<file path="src/rtl/boot_rom_loader.sv">
// ROM download sequencer: maps HPS ioctl pages onto SDRAM ROM banks, paces writes to ce_ref,
// and shares the SDRAM command port with the motherboard. Optional checksum: LOADER_CHECKSUM_EN.
module boot_rom_loader #(
  parameter logic [8:0]  PAGE0       = 9'h000,
  parameter logic [8:0]  PAGE1       = 9'h100,
  parameter logic [8:0]  PAGE2       = 9'h107,
  parameter int unsigned TAIL_CYCLES = 64
) (
  input  logic        clk_sys,
  input  logic        reset,
  input  logic        ce_ref,
  input  logic        ioctl_download,
  input  logic [7:0]  ioctl_index,
  input  logic        ioctl_wr,
  input  logic [24:0] ioctl_addr,
  input  logic [7:0]  ioctl_dout,
  output logic        ioctl_wait,
  input  logic        cpu_r,
  input  logic        cpu_w,
  input  logic [22:0] cpu_a,
  input  logic [7:0]  cpu_din,
  output logic        mem_oe,
  output logic        mem_we,
  output logic [22:0] mem_a,
  output logic [7:0]  mem_din,
  output logic [7:0]  rom_mask,
  output logic        machine_reset,
  output logic [7:0]  drop_cnt,
  output logic        overrun
`ifdef LOADER_CHECKSUM_EN
  ,
  output logic [15:0] checksum
`endif
);

  typedef enum logic [1:0] {IDLE, ARM, WRITE} state_t;

  localparam logic [15:0] TAIL_LOAD = 16'(TAIL_CYCLES);

  state_t      state_q, state_d;
  logic        wait_q, wait_d;
  logic        we_l_q, we_l_d;
  logic [22:0] addr_q, addr_d;
  logic [7:0]  data_q, data_d;
  logic [7:0]  drop_q, drop_d;
  logic        overrun_q, overrun_d;
  logic [15:0] tail_q, tail_d;

  logic        rom_dl;
  logic        busy;
  logic        page_hit;
  logic [8:0]  page_bank;

  assign rom_dl = ioctl_download & (ioctl_index == 8'd0);
  assign busy   = rom_dl | (state_q != IDLE);

  always_comb begin
    page_hit  = 1'b1;
    page_bank = PAGE0;
    case (ioctl_addr[24:14])
      11'd0:   page_bank = PAGE0;
      11'd1:   page_bank = PAGE1;
      11'd2:   page_bank = PAGE2;
      default: page_hit  = 1'b0;
    endcase
  end

  // NOTE: every variable gets its hold value first so no path through the case infers a latch.
  always_comb begin
    state_d   = state_q;
    wait_d    = wait_q;
    we_l_d    = we_l_q;
    addr_d    = addr_q;
    data_d    = data_q;
    drop_d    = drop_q;
    overrun_d = overrun_q;
    case (state_q)
      IDLE: begin
        if (ioctl_wr && rom_dl) begin
          if (page_hit) begin
            addr_d  = {page_bank, ioctl_addr[13:0]};
            data_d  = ioctl_dout;
            wait_d  = 1'b1;
            state_d = ARM;
          end else if (drop_q != 8'hFF) begin
            drop_d = drop_q + 8'd1;
          end
        end
      end
      ARM: begin
        if (ioctl_wr) overrun_d = 1'b1;
        if (ce_ref) begin
          we_l_d  = 1'b1;
          state_d = WRITE;
        end
      end
      WRITE: begin
        if (ioctl_wr) overrun_d = 1'b1;
        if (ce_ref) begin
          we_l_d  = 1'b0;
          wait_d  = 1'b0;
          state_d = IDLE;
        end
      end
      default: state_d = IDLE;
    endcase
  end

  // Tail counter reloads while the loader is active so the port is only released once it expires.
  always_comb begin
    if (busy)                tail_d = TAIL_LOAD;
    else if (tail_q != '0)   tail_d = tail_q - 16'd1;
    else                     tail_d = tail_q;
  end

  // NOTE: sequential state uses non-blocking assignments so all flops update from pre-edge values.
  always_ff @(posedge clk_sys or posedge reset) begin
    if (reset) begin
      state_q   <= IDLE;
      wait_q    <= 1'b0;
      we_l_q    <= 1'b0;
      addr_q    <= '0;
      data_q    <= '0;
      drop_q    <= '0;
      overrun_q <= 1'b0;
      tail_q    <= TAIL_LOAD;
    end else begin
      state_q   <= state_d;
      wait_q    <= wait_d;
      we_l_q    <= we_l_d;
      addr_q    <= addr_d;
      data_q    <= data_d;
      drop_q    <= drop_d;
      overrun_q <= overrun_d;
      tail_q    <= tail_d;
    end
  end

`ifdef LOADER_CHECKSUM_EN
  logic        rom_dl_q;
  logic [15:0] csum_q, csum_d;

  // Sum is taken when the write slot closes, so it never moves while the CPU owns the port.
  always_comb begin
    csum_d = csum_q;
    if (rom_dl && !rom_dl_q)              csum_d = '0;
    else if (state_q == WRITE && ce_ref)  csum_d = csum_q + {8'h00, data_q};
  end

  always_ff @(posedge clk_sys or posedge reset) begin
    if (reset) begin
      rom_dl_q <= 1'b0;
      csum_q   <= '0;
    end else begin
      rom_dl_q <= rom_dl;
      csum_q   <= csum_d;
    end
  end

  assign checksum = csum_q;
`endif

  assign machine_reset = busy | (tail_q != '0);
  assign ioctl_wait    = wait_q;
  assign drop_cnt      = drop_q;
  assign overrun       = overrun_q;

  assign mem_oe  = machine_reset ? 1'b0   : cpu_r;
  assign mem_we  = machine_reset ? we_l_q : cpu_w;
  assign mem_a   = machine_reset ? addr_q : cpu_a;
  assign mem_din = machine_reset ? data_q : cpu_din;

  assign rom_mask = (!cpu_a[22] || cpu_a[22:14] == PAGE1 || cpu_a[22:14] == PAGE2) ? 8'h00 : 8'hFF;

endmodule

</file>
<file path="config.mk">
export PLATFORM = sky130hd
export DESIGN_NAME = boot_rom_loader
export DESIGN_NICKNAME = d
export VERILOG_FILES = /design/src/rtl/boot_rom_loader.sv
export SDC_FILE = /design/constraint.sdc
export NUM_CORES = 1
export LEC_CHECK = 0
export ABC_AREA = 1
export BUFFER_PORTS_ARGS = -buffer_cell sky130_fd_sc_hd__buf_4
export CAP_MARGIN = 30
export CORE_MARGIN = 2
export CORE_UTILIZATION = 44
export CTS_CLUSTER_SIZE = 40
export DETAILED_ROUTE_END_ITERATION = 10
export GPL_TIMING_DRIVEN = 0
export PLACE_DENSITY_LB_ADDON = 0.12
export REMOVE_ABC_BUFFERS = 1
export SLEW_MARGIN = 0
export SYNTH_ARGS = -nofsm -noshare
export SYNTH_HDL_FRONTEND = slang
export SYNTH_SLANG_ARGS = --single-unit
</file>
<file path="constraint.sdc">
create_clock -name clk_sys -period 1.9 [get_ports clk_sys]
set_input_delay 0.38 -clock clk_sys [delete_from_list [all_inputs] [get_ports clk_sys]]
set_output_delay 0.38 -clock clk_sys [all_outputs]
set_load 0.005 [all_outputs]
</file>
==> flow_summary.ini, run 1 <==
[cts]
clock_latency_ns = 0.30
clkTransAtPathRegs_ns = 0.09
cts_root_buf = clkbuf_8
numCtsBuffers = 5
clockBufferDepth = 2
htreeDepth = 2
clock_sink_count = 53
cts_tree = yes
ctsHoldBuffers = 0

[critical_path]
cp.required_ns = 1.52
r2r_start = tail_q[12]
slowest_delay_ns = 0.43
worstPathCellList = nor2_2 -> nand3_2 -> clkinv_2 -> nand3_2 -> nor2_4 -> buf_6 -> buf_12 -> nand2_8 -> nand2_1 -> nand2_1 -> buf_4
path_class = reg2out
end_kind = output pin
crit_family = simple AND/OR/NAND/NOR gates
cp.arrival_ns = 1.98
reg2reg_to = tail_q[4]
crit_slowest_cell = dfrtp_1
regToRegSetupSlack_ns = -0.02
cp.depth = 11
worst-path-buf-inv = 4
crit_fanout = 8
ff2ff_path_depth = 12
worstSetupStartpointType = flop

[worst_hold_path]
hold_class = in2async

[power_and_ir_drop]
ir_worst_vdd_mv = 0.406
power.density_nw_per_um2 = 681
p_leak_uw = 0.00294

[logic_synthesis]
synth_compound_area_share_pct = 2.85
synthTopCellsByCount = 211 x nand2_1, 52 x dfrtp_1, 48 x nor2_1, 43 x inv_1, 28 x nand3_1
yosys.area_share.simple_pct = 39.8
ys.flop_type = dfrtp_1
synthTopCellsByArea = dfrtp_1 40%, nand2_1 24%, nor2_1 5.6%
synth_seq_cells = 53
syn_area_um2 = 3240
syn-instance-count = 470
yosysTopAreaCellShare_pct = 40.1
synth-xor-area-share_pct = 4.05
synth_edf_count = 0
synth_top_family_by_area = simple AND/OR/NAND/NOR gates
avgSynthCellArea_um2 = 6.90
synthMuxAreaShare_pct = 0
yosysSeqAreaShare_pct = 40.9
synth.most_common_cell = nand2_1
synthAdderAreaFrac_pct = 2.31
ys_async_sr_fraction_pct = 100
ys_types = 31
yosysWarnings = 0
yosysTopAreaCell = dfrtp_1

[flow_run]
maxCapViolCount = 0

[detailed_routing]
vias = 3615
routed_via_density = 4.85
first_pass_iters = 4
ant_nets = 0
drtIter0Drc = 276
wl_per_cell_um = 13.7
drcViolationCount = 0
postRouteWirelength_um = 10200

[grt]
first_global_vias = 3327
grt_start_max_net_pins = 32
grt_pass1_wl_um = 15600
antenna_found_initial = 0
grt_util_met1_pct = 29.8
globalRouteMet3Util_pct = 4.95
grt-ovfl-total = 0
use_met2_pct = 41.2
grtUsageTotal_pct = 23.5
busiest_layer = met2

[floorplan]
die_h_um = 89.9
core_area_um2 = 7180
start_util_pct = 45.2
die-area_um2 = 8070
fp-row-count = 31
io_pins = 131
chipWidth_um = 89.9

[layout]
drive_above_1_share_pct = 41.3
antennaDiodeCount = 0
fin_nets = 731
syn_to_final_growth_pct = 57.6
stdcell_count = 745

[sta]
setup_viol = 37
grt_setup_unrepaired = true
tightest_slew_ns = 0.630
worst_slack_ns = -0.461
min_period_ns = 2.36
skew_ns = 0.00456
slew_violations = 0
period_share_pct = 124
fmax_mhz = 423
hold-worst-slack_ns = 0.109
slew_headroom_pct = 57.4
hold_viol = 0

[outcome]
violations = setup timing
status = finished with violations

[place]
hpwlAfterDp_um = 5720
portBuffers = 130
dpl.cell_count = 683
gp_congestion = 0.891
logic make-up after synthesis:
logic type / after synthesis
adders and majority gates: 6
buffers and inverters: 66
and+or+nand+nor: 314
xor gates and xnor gates: 15
AOI/OAI and AO/OA: 16
DFF: 53
registers in the layout (all words and copies together) (netlist names):
register    cells
data_q          8
state_q         2
addr_q         16
we_l_q          1
overrun         1
ioctl_wait      1
tail_q         16
drop_cnt        8
layout by cell type, fill, tap and decap left out, types with 2 or more instances in the layout:
cell,count
a21o_1,2
a21oi_1,2
buf_12,4
buf_4,166
buf_6,11
clkbuf_8,5
clkinv_2,2
dfrtp_1,51
ha_1,4
ha_4,2
inv_1,38
inv_12,2
inv_2,6
nand2_1,180
nand2_2,28
nand2_4,8
nand2_8,4
nand3_1,25
nand3_2,5
nand4_1,3
nor2_1,40
nor2_2,12
nor2_4,3
nor3_1,9
o21ai_0,6
o21ai_2,2
xnor2_1,4
xor2_1,11
metal layers:
metal,share of wire [%],wire length [um],vias to the layer above
li1,-,-,1789
met2,51,5170,135
met1,40,4130,1681
met3,7.5,760,10
met5,0,0,-
met4,1.3,131,0
repair_timing:
| item | in CTS | in global routing |
|---|---|---|
| setup endpoints to repair | 64 | 38 |
| buffers inserted | 29 | 20 |
| pin swaps | 26 | 11 |
| endpoints found under the hold margin | 0 | 0 |
| gates resized for setup | 58 | 37 |
| gates cloned | 6 | 0 |
metrics by stage:
step	TNS, ns	power, uW	setup WS, ns	cell area [um^2]	utilization (%)
3_5_place_dp	-35.66	2210	-0.953	4230	59.0
4_1_cts	-10.01	3180	-0.338	4850	67.6
5_1_grt	-17.18	3660	-0.540	5110	71.2
2_1_floorplan	-6.05	1940	-0.251	3100	-
3_3_place_gp	-61.81	2180	-0.891	4200	58.5
6_report	-14.45	3480	-0.461	5110	71.2
how the worst max path moves through the flow:
| stage | startpoint | endpoint |
|---|---|---|
| after global routing | tail_q[12] | mem_din[6] |
| after floorplan | tail_q[0] | mem_a[0] |
| after global placement | tail_q[0] | mem_a[10] |
| after CTS | tail_q[13] | mem_din[5] |
| after detailed placement | tail_q[0] | mem_din[1] |
| final | tail_q[12] | mem_din[5] |
worst reg2reg max path: stages (launching register included):
cell and delay [ns]:
dfrtp_1 0.43, nor2_2 0.18, nand3_2 0.13, clkinv_2 0.08, nand3_2 0.08, nor2_4 0.18, buf_6 0.16, buf_12 0.13
nand2_8 0.07, buf_4 0.14, buf_4 0.14, nand2_1 0.07, inv_1 0.04
area by class of cell:
cell class              count  area (um^2)
well taps                  99          124
repair inverters            2         32.5
clock inverters             2         35.0
multi-input cells         355         1860
repair buffers            181         1450
inverters                  48          213
clock buffers               5         68.8
fillers                   554         2060
flip-flops and latches     53         1330
where the power goes:
group	switching [uW]	internal (uW)
clock network	368	384
logic	686	634
registers	139	1270
Note: power is estimated with default switching activity, not from simulation.
==> run 2, diff against run 1 <==
CORE_UTILIZATION = 49   (was 44)
clock period = 2.25 ns   (was 1.9 ns; I/O delays follow)
==> run 2 against run 1 <==
- combinational power shrank 29%
- largest power group unchanged
- design area shrank 3.5%
- the flow still finishes with violations (setup timing)
- flip-flop and latch count is the same
- sequential power shrank 16%
==> flow_summary.ini, run 2 (synthesized netlist as in run 1, its figures left out) <==
[cts]
clock_latency_ns = 0.31
cts_root_buf = clkbuf_8
numCtsBuffers = 5
clock_sink_count = 53
htreeDepth = 2
clkTransAtPathRegs_ns = 0.10
cts_tree = yes
ctsHoldBuffers = 0
clockBufferDepth = 2

[layout]
stdcell_count = 703
top_regs = addr_q: 16 flops, tail_q: 16 flops
fillCellCount = 446
syn_to_final_growth_pct = 52.1
drive_above_1_share_pct = 37.9
fin_nets = 711
layout_common_cells = 178 x nand2_1, 143 x buf_4, 52 x dfrtp_1
layout_commonest_cell = nand2_1
antennaDiodeCount = 0

[detailed_routing]
first_pass_iters = 4
wl_per_cell_um = 14.3
routed_via_density = 5.17
postRouteWirelength_um = 10100
ant_nets = 0
drtIter0Drc = 292
drcViolationCount = 0
vias = 3635

[sta]
worst_slack_ns = -0.167
slew_headroom_pct = 38.6
slew_violations = 0
skew_ns = 0.0101
tightest_slew_ns = 0.916
fmax_mhz = 414
setup_viol = 27
min_period_ns = 2.42
hold_viol = 0
grt_setup_unrepaired = true
period_share_pct = 107

[power_and_ir_drop]
ir_worst_vdd_mv = 0.350
power.density_nw_per_um2 = 561
p_total_uw = 2770
p_leak_uw = 0.00291

[floorplan]
start_util_pct = 50.8
io_pins = 131
core_area_um2 = 6390
die-area_um2 = 7290
chipWidth_um = 85.4
die_h_um = 85.4
fp-row-count = 29

[flow_run]
maxCapViolCount = 0

[grt]
grt_pass1_wl_um = 15900
antenna_found_initial = 0
grtUsageTotal_pct = 27.1
grt_start_max_net_pins = 38
grt-ovfl-total = 0
first_global_vias = 3542

[critical_path]
worstSetupStartpointType = flop
cp.required_ns = 1.80
cp.arrival_ns = 1.97
crit_fanout = 8
path_class = reg2out
end_kind = output pin

[place]
place_ws_ns = -0.674
gp_congestion = 0.883
portBuffers = 130
hpwlAfterDp_um = 5920
dpl.cell_count = 661

[outcome]
status = finished with violations
violations = setup timing

[worst_hold_path]
hold_class = in2async
[run 2: cell types whose count changed in the layout (fill, tap and decap cells not counted), moves of 3 or more]
cell / before / now
buf_6: 11 / 14
nand2_4: 8 / 15
buf_4: 166 / 143
nor2_1: 40 / 44
nor2_2: 12 / 9
nand2_2: 28 / 23
[run 2: per-layer routing]
metal	up-vias	part of all wire (%)	global-route usage, %	wire length (um)
li1	1742	-	-	-
met1	1706	38	32.6	3860
met2	153	51	47.9	5110
met3	34	7.9	5.93	796
met4	0	3.0	8.80	301
met5	-	0	0	0
[run 2: what timing repair did]
item / 4_1_cts / 5_1_grt
pin swaps: 10 / 5
setup endpoints to repair: 39 / 35
cloned: 6 / 1
gates resized for setup: 44 / 44
buffers inserted: 22 / 6
[run 2: cell type report]
class | instances | area, um^2 | area share (%)
Multi-Input combinational cell | 355 | 1870 | 37.9
Sequential cell | 53 | 1330 | 26.9
Timing Repair Buffer | 160 | 1290 | 26.2
Inverter | 48 | 211 | 4.29
Tap cell | 77 | 96.3 | 1.95
Clock buffer | 5 | 68.8 | 1.40
Clock inverter | 2 | 35.0 | 0.710
Timing Repair inverter | 3 | 33.8 | 0.685
[run 2: report_power, final]
group	total, uW	internal, uW	switching [uW]
combinational	939	433	506
sequential	1190	1070	117
clock	642	324	318
total	2770	1830	940
[run 2: worst max-delay path: stages (launching register included)]
cell and delay [ns]:
dfrtp_1 0.42, inv_2 0.09, ha_4 0.15, nand2_4 0.06, inv_4 0.08, nand2_4 0.06
nor2_4 0.25, nand2_8 0.18, inv_16 0.15, nand2_4 0.05, nand2_2 0.07, buf_6 0.09
[run 2: path summary, 6_finish.rpt]
path                                from    endpoint  slack [ns]  depth (start not counted)
max in group asynchronous          reset  addr_q[13]        1.59                          3
hold reg to reg                  overrun     overrun        0.48                          1
hold / removal                     reset  tail_q[12]        0.13                          2
min in group clk_sys       ioctl_addr[8]   addr_q[8]        0.33                          3
setup reg to reg              state_q[0]   data_q[3]        0.15                          7
setup / recovery               tail_q[1]    mem_a[2]       -0.17                         11
[run 2: stage by stage]
stage	utilization [%]	cell area [um^2]	hold slack (ns)	setup TNS, ns
global route	77.2	4930	0.158	-6.65
global placement	65.3	4170	0.443	-29.33
finish	77.2	4930	0.129	-3.66
CTS	74.0	4730	0.149	-0.856
detailed placement	65.8	4200	0.453	-18.20
floorplan	-	3100	0.449	0
==> run 3, diff against run 2 <==
--- a/config.mk
+++ b/config.mk
@@ -20,2 +20,3 @@
 export SYNTH_HDL_FRONTEND = slang
 export SYNTH_SLANG_ARGS = --single-unit
+export TNS_END_PERCENT = 50
==> constraint.sdc (replaced) <==
create_clock -name clk_sys -period 2.25 [get_ports clk_sys]
set_input_delay 0.45 -clock clk_sys [delete_from_list [all_inputs] [get_ports clk_sys]]
set_output_delay 0.45 -clock clk_sys [all_outputs]
set_load 0.02 [all_outputs]
==> run 3 against run 2 <==
- the flow still finishes with violations (setup timing)
- combinational power rose by 8%
- flip-flop and latch count is the same
- core utilization is 0.65 points lower
- hold slack gained 0.0027 ns
- sequential share of layout area rose by 0.23 points
- cell count did not move
- largest cell class unchanged
- highest routed layer unchanged
==> flow_summary.ini, run 3 (synthesized netlist as in run 1, its figures left out) <==
[outcome]
status = finished with violations
violations = setup timing

[detailed_routing]
wl_per_cell_um = 14.3
postRouteWirelength_um = 10100
routed_via_density = 5.12
drtIter0Drc = 266
first_pass_iters = 5
drcViolationCount = 0
vias = 3600
ant_nets = 0

[floorplan]
die_h_um = 85.4
fp-row-count = 29
io_pins = 131
chipWidth_um = 85.4
core_area_um2 = 6390
die-area_um2 = 7290
start_util_pct = 50.8

[grt]
grtUsageTotal_pct = 27.1
first_global_vias = 3614
grt-ovfl-total = 0
grt_start_max_net_pins = 38
grt_pass1_wl_um = 16000
antenna_found_initial = 0

[critical_path]
end_kind = output pin
crit_fanout = 7
cp.arrival_ns = 2.00
r2r_start = state_q[1]
cp.required_ns = 1.80
startpoint = tail_q[4]
ff2ff_path_depth = 7
worstSetupStartpointType = flop
path_class = reg2out

[sta]
period_share_pct = 109
tightest_slew_ns = 0.887
slew_violations = 0
fmax_mhz = 408
slew_headroom_pct = 40.5
setup_viol = 33
grt_setup_unrepaired = true
hold_viol = 0
worst_slack_ns = -0.202
skew_ns = 0.0111
min_period_ns = 2.45

[cts]
clockBufferDepth = 2
clock_latency_ns = 0.31
clock_sink_count = 53
clkTransAtPathRegs_ns = 0.10
htreeDepth = 2
cts_root_buf = clkbuf_8
ctsHoldBuffers = 0
cts_tree = yes
numCtsBuffers = 5

[power_and_ir_drop]
p_switching_uw = 986
seq_power_share_pct = 41.8
power_frac_clock_pct = 22.6
ir_worst_vdd_mv = 0.355
internal-power_uw = 1860
power.density_nw_per_um2 = 581
p_leak_uw = 0.00284
swShare_pct = 34.7
share_comb_of_total_power_pct = 35.7

[place]
gp_congestion = 0.883
hpwlAfterDp_um = 5920
portBuffers = 130
placed_cell_area_um2 = 4200

[layout]
drive_above_1_share_pct = 35.9
antennaDiodeCount = 0
finalInstanceArea_um2 = 4890
fin_nets = 711
top_regs = addr_q: 16 flops, tail_q: 16 flops
fin_util_pct = 76.6
syn_to_final_growth_pct = 50.8
layout_commonest_cell = nand2_1
layout_common_cells = 195 x nand2_1, 136 x buf_4, 52 x dfrtp_1

[worst_hold_path]
hold_class = in2async

[flow_run]
maxCapViolCount = 0
==> run 3: changes by cell type in the layout (fill, tap and decap cells not counted), moves of 2 or more <==
cell | previous run | this run
buf_4 | 143 | 136
buf_6 | 14 | 23
nand2_1 | 178 | 195
nand2_2 | 23 | 14
nand2_4 | 15 | 7
nor2_1 | 44 | 41
nor2_2 | 9 | 11
==> run 3: layout make-up <==
| type | count | area, um^2 |
|---|---|---|
| Multi-Input combinational cell | 354 | 1790 |
| Tap cell | 77 | 96.3 |
| Clock buffer | 5 | 68.8 |
| Fill cell | 452 | 1500 |
| Inverter | 48 | 211 |
| Timing Repair Buffer | 162 | 1340 |
| Clock inverter | 2 | 35.0 |
| Sequential cell | 53 | 1330 |
| Timing Repair inverter | 2 | 25.0 |
==> run 3: worst max-delay path, cell delays in order, from the launching register on <==
cell	delay (ns)
dfrtp_1	0.42
inv_1	0.10
nand2_1	0.10
nor2_2	0.18
nand2_4	0.07
nor2_4	0.24
nand2_8	0.18
inv_6	0.13
nand2_1	0.06
nand2_1	0.06
buf_4	0.14
==> run 3: path summary, 6_finish.rpt <==
| path | to | slack, ns |
|---|---|---|
| max in group asynchronous | tail_q[3] | 1.59 |
| worst min-delay path | addr_q[3] | 0.13 |
| worst max register to register | addr_q[7] | 0.23 |
| min in group clk_sys | addr_q[8] | 0.33 |
| worst max-delay path | mem_din[3] | -0.20 |
| worst min register to register | overrun | 0.48 |
==> run 3: metrics by stage <==
stage | worst slack (ns) | power (uW) | hold WS, ns | std cells | TNS [ns]
finish | -0.202 | 2840 | 0.132 | 703 | -4.80
global route | -0.298 | 2990 | 0.160 | 703 | -8.19
CTS | -0.0531 | 2650 | 0.149 | 695 | -1.22
detailed placement | -0.697 | 1880 | 0.453 | 661 | -18.84
global placement | -0.608 | 1850 | 0.443 | 659 | -29.97
floorplan | -1.27 | 1650 | 0.449 | 452 | -11.74
==> run 3: what timing repair did <==
action | CTS | global route
setup buffers | 22 | 8
pin swaps | 8 | 7
resized for setup | 55 | 23
gates cloned | 5 | 0
setup endpoints to repair | 39 | 35
==> run 3: per-layer routing <==
layer	vias to the layer above	track usage (%)	routed length [um]
met5	-	0	0
li1	1739	-	-
met2	157	48.0	5210
met1	1681	32.1	3860
met3	23	5.54	784
met4	0	10.4	213
==> run 3: power groups by stage <==
stage               clock [uW]  combinational, uW  sequential, uW
global placement             0                659            1190
global route               688               1100            1200
CTS                        637                844            1170
finish                     641               1010            1190
detailed placement           0                685            1200
floorplan                    0                477            1170
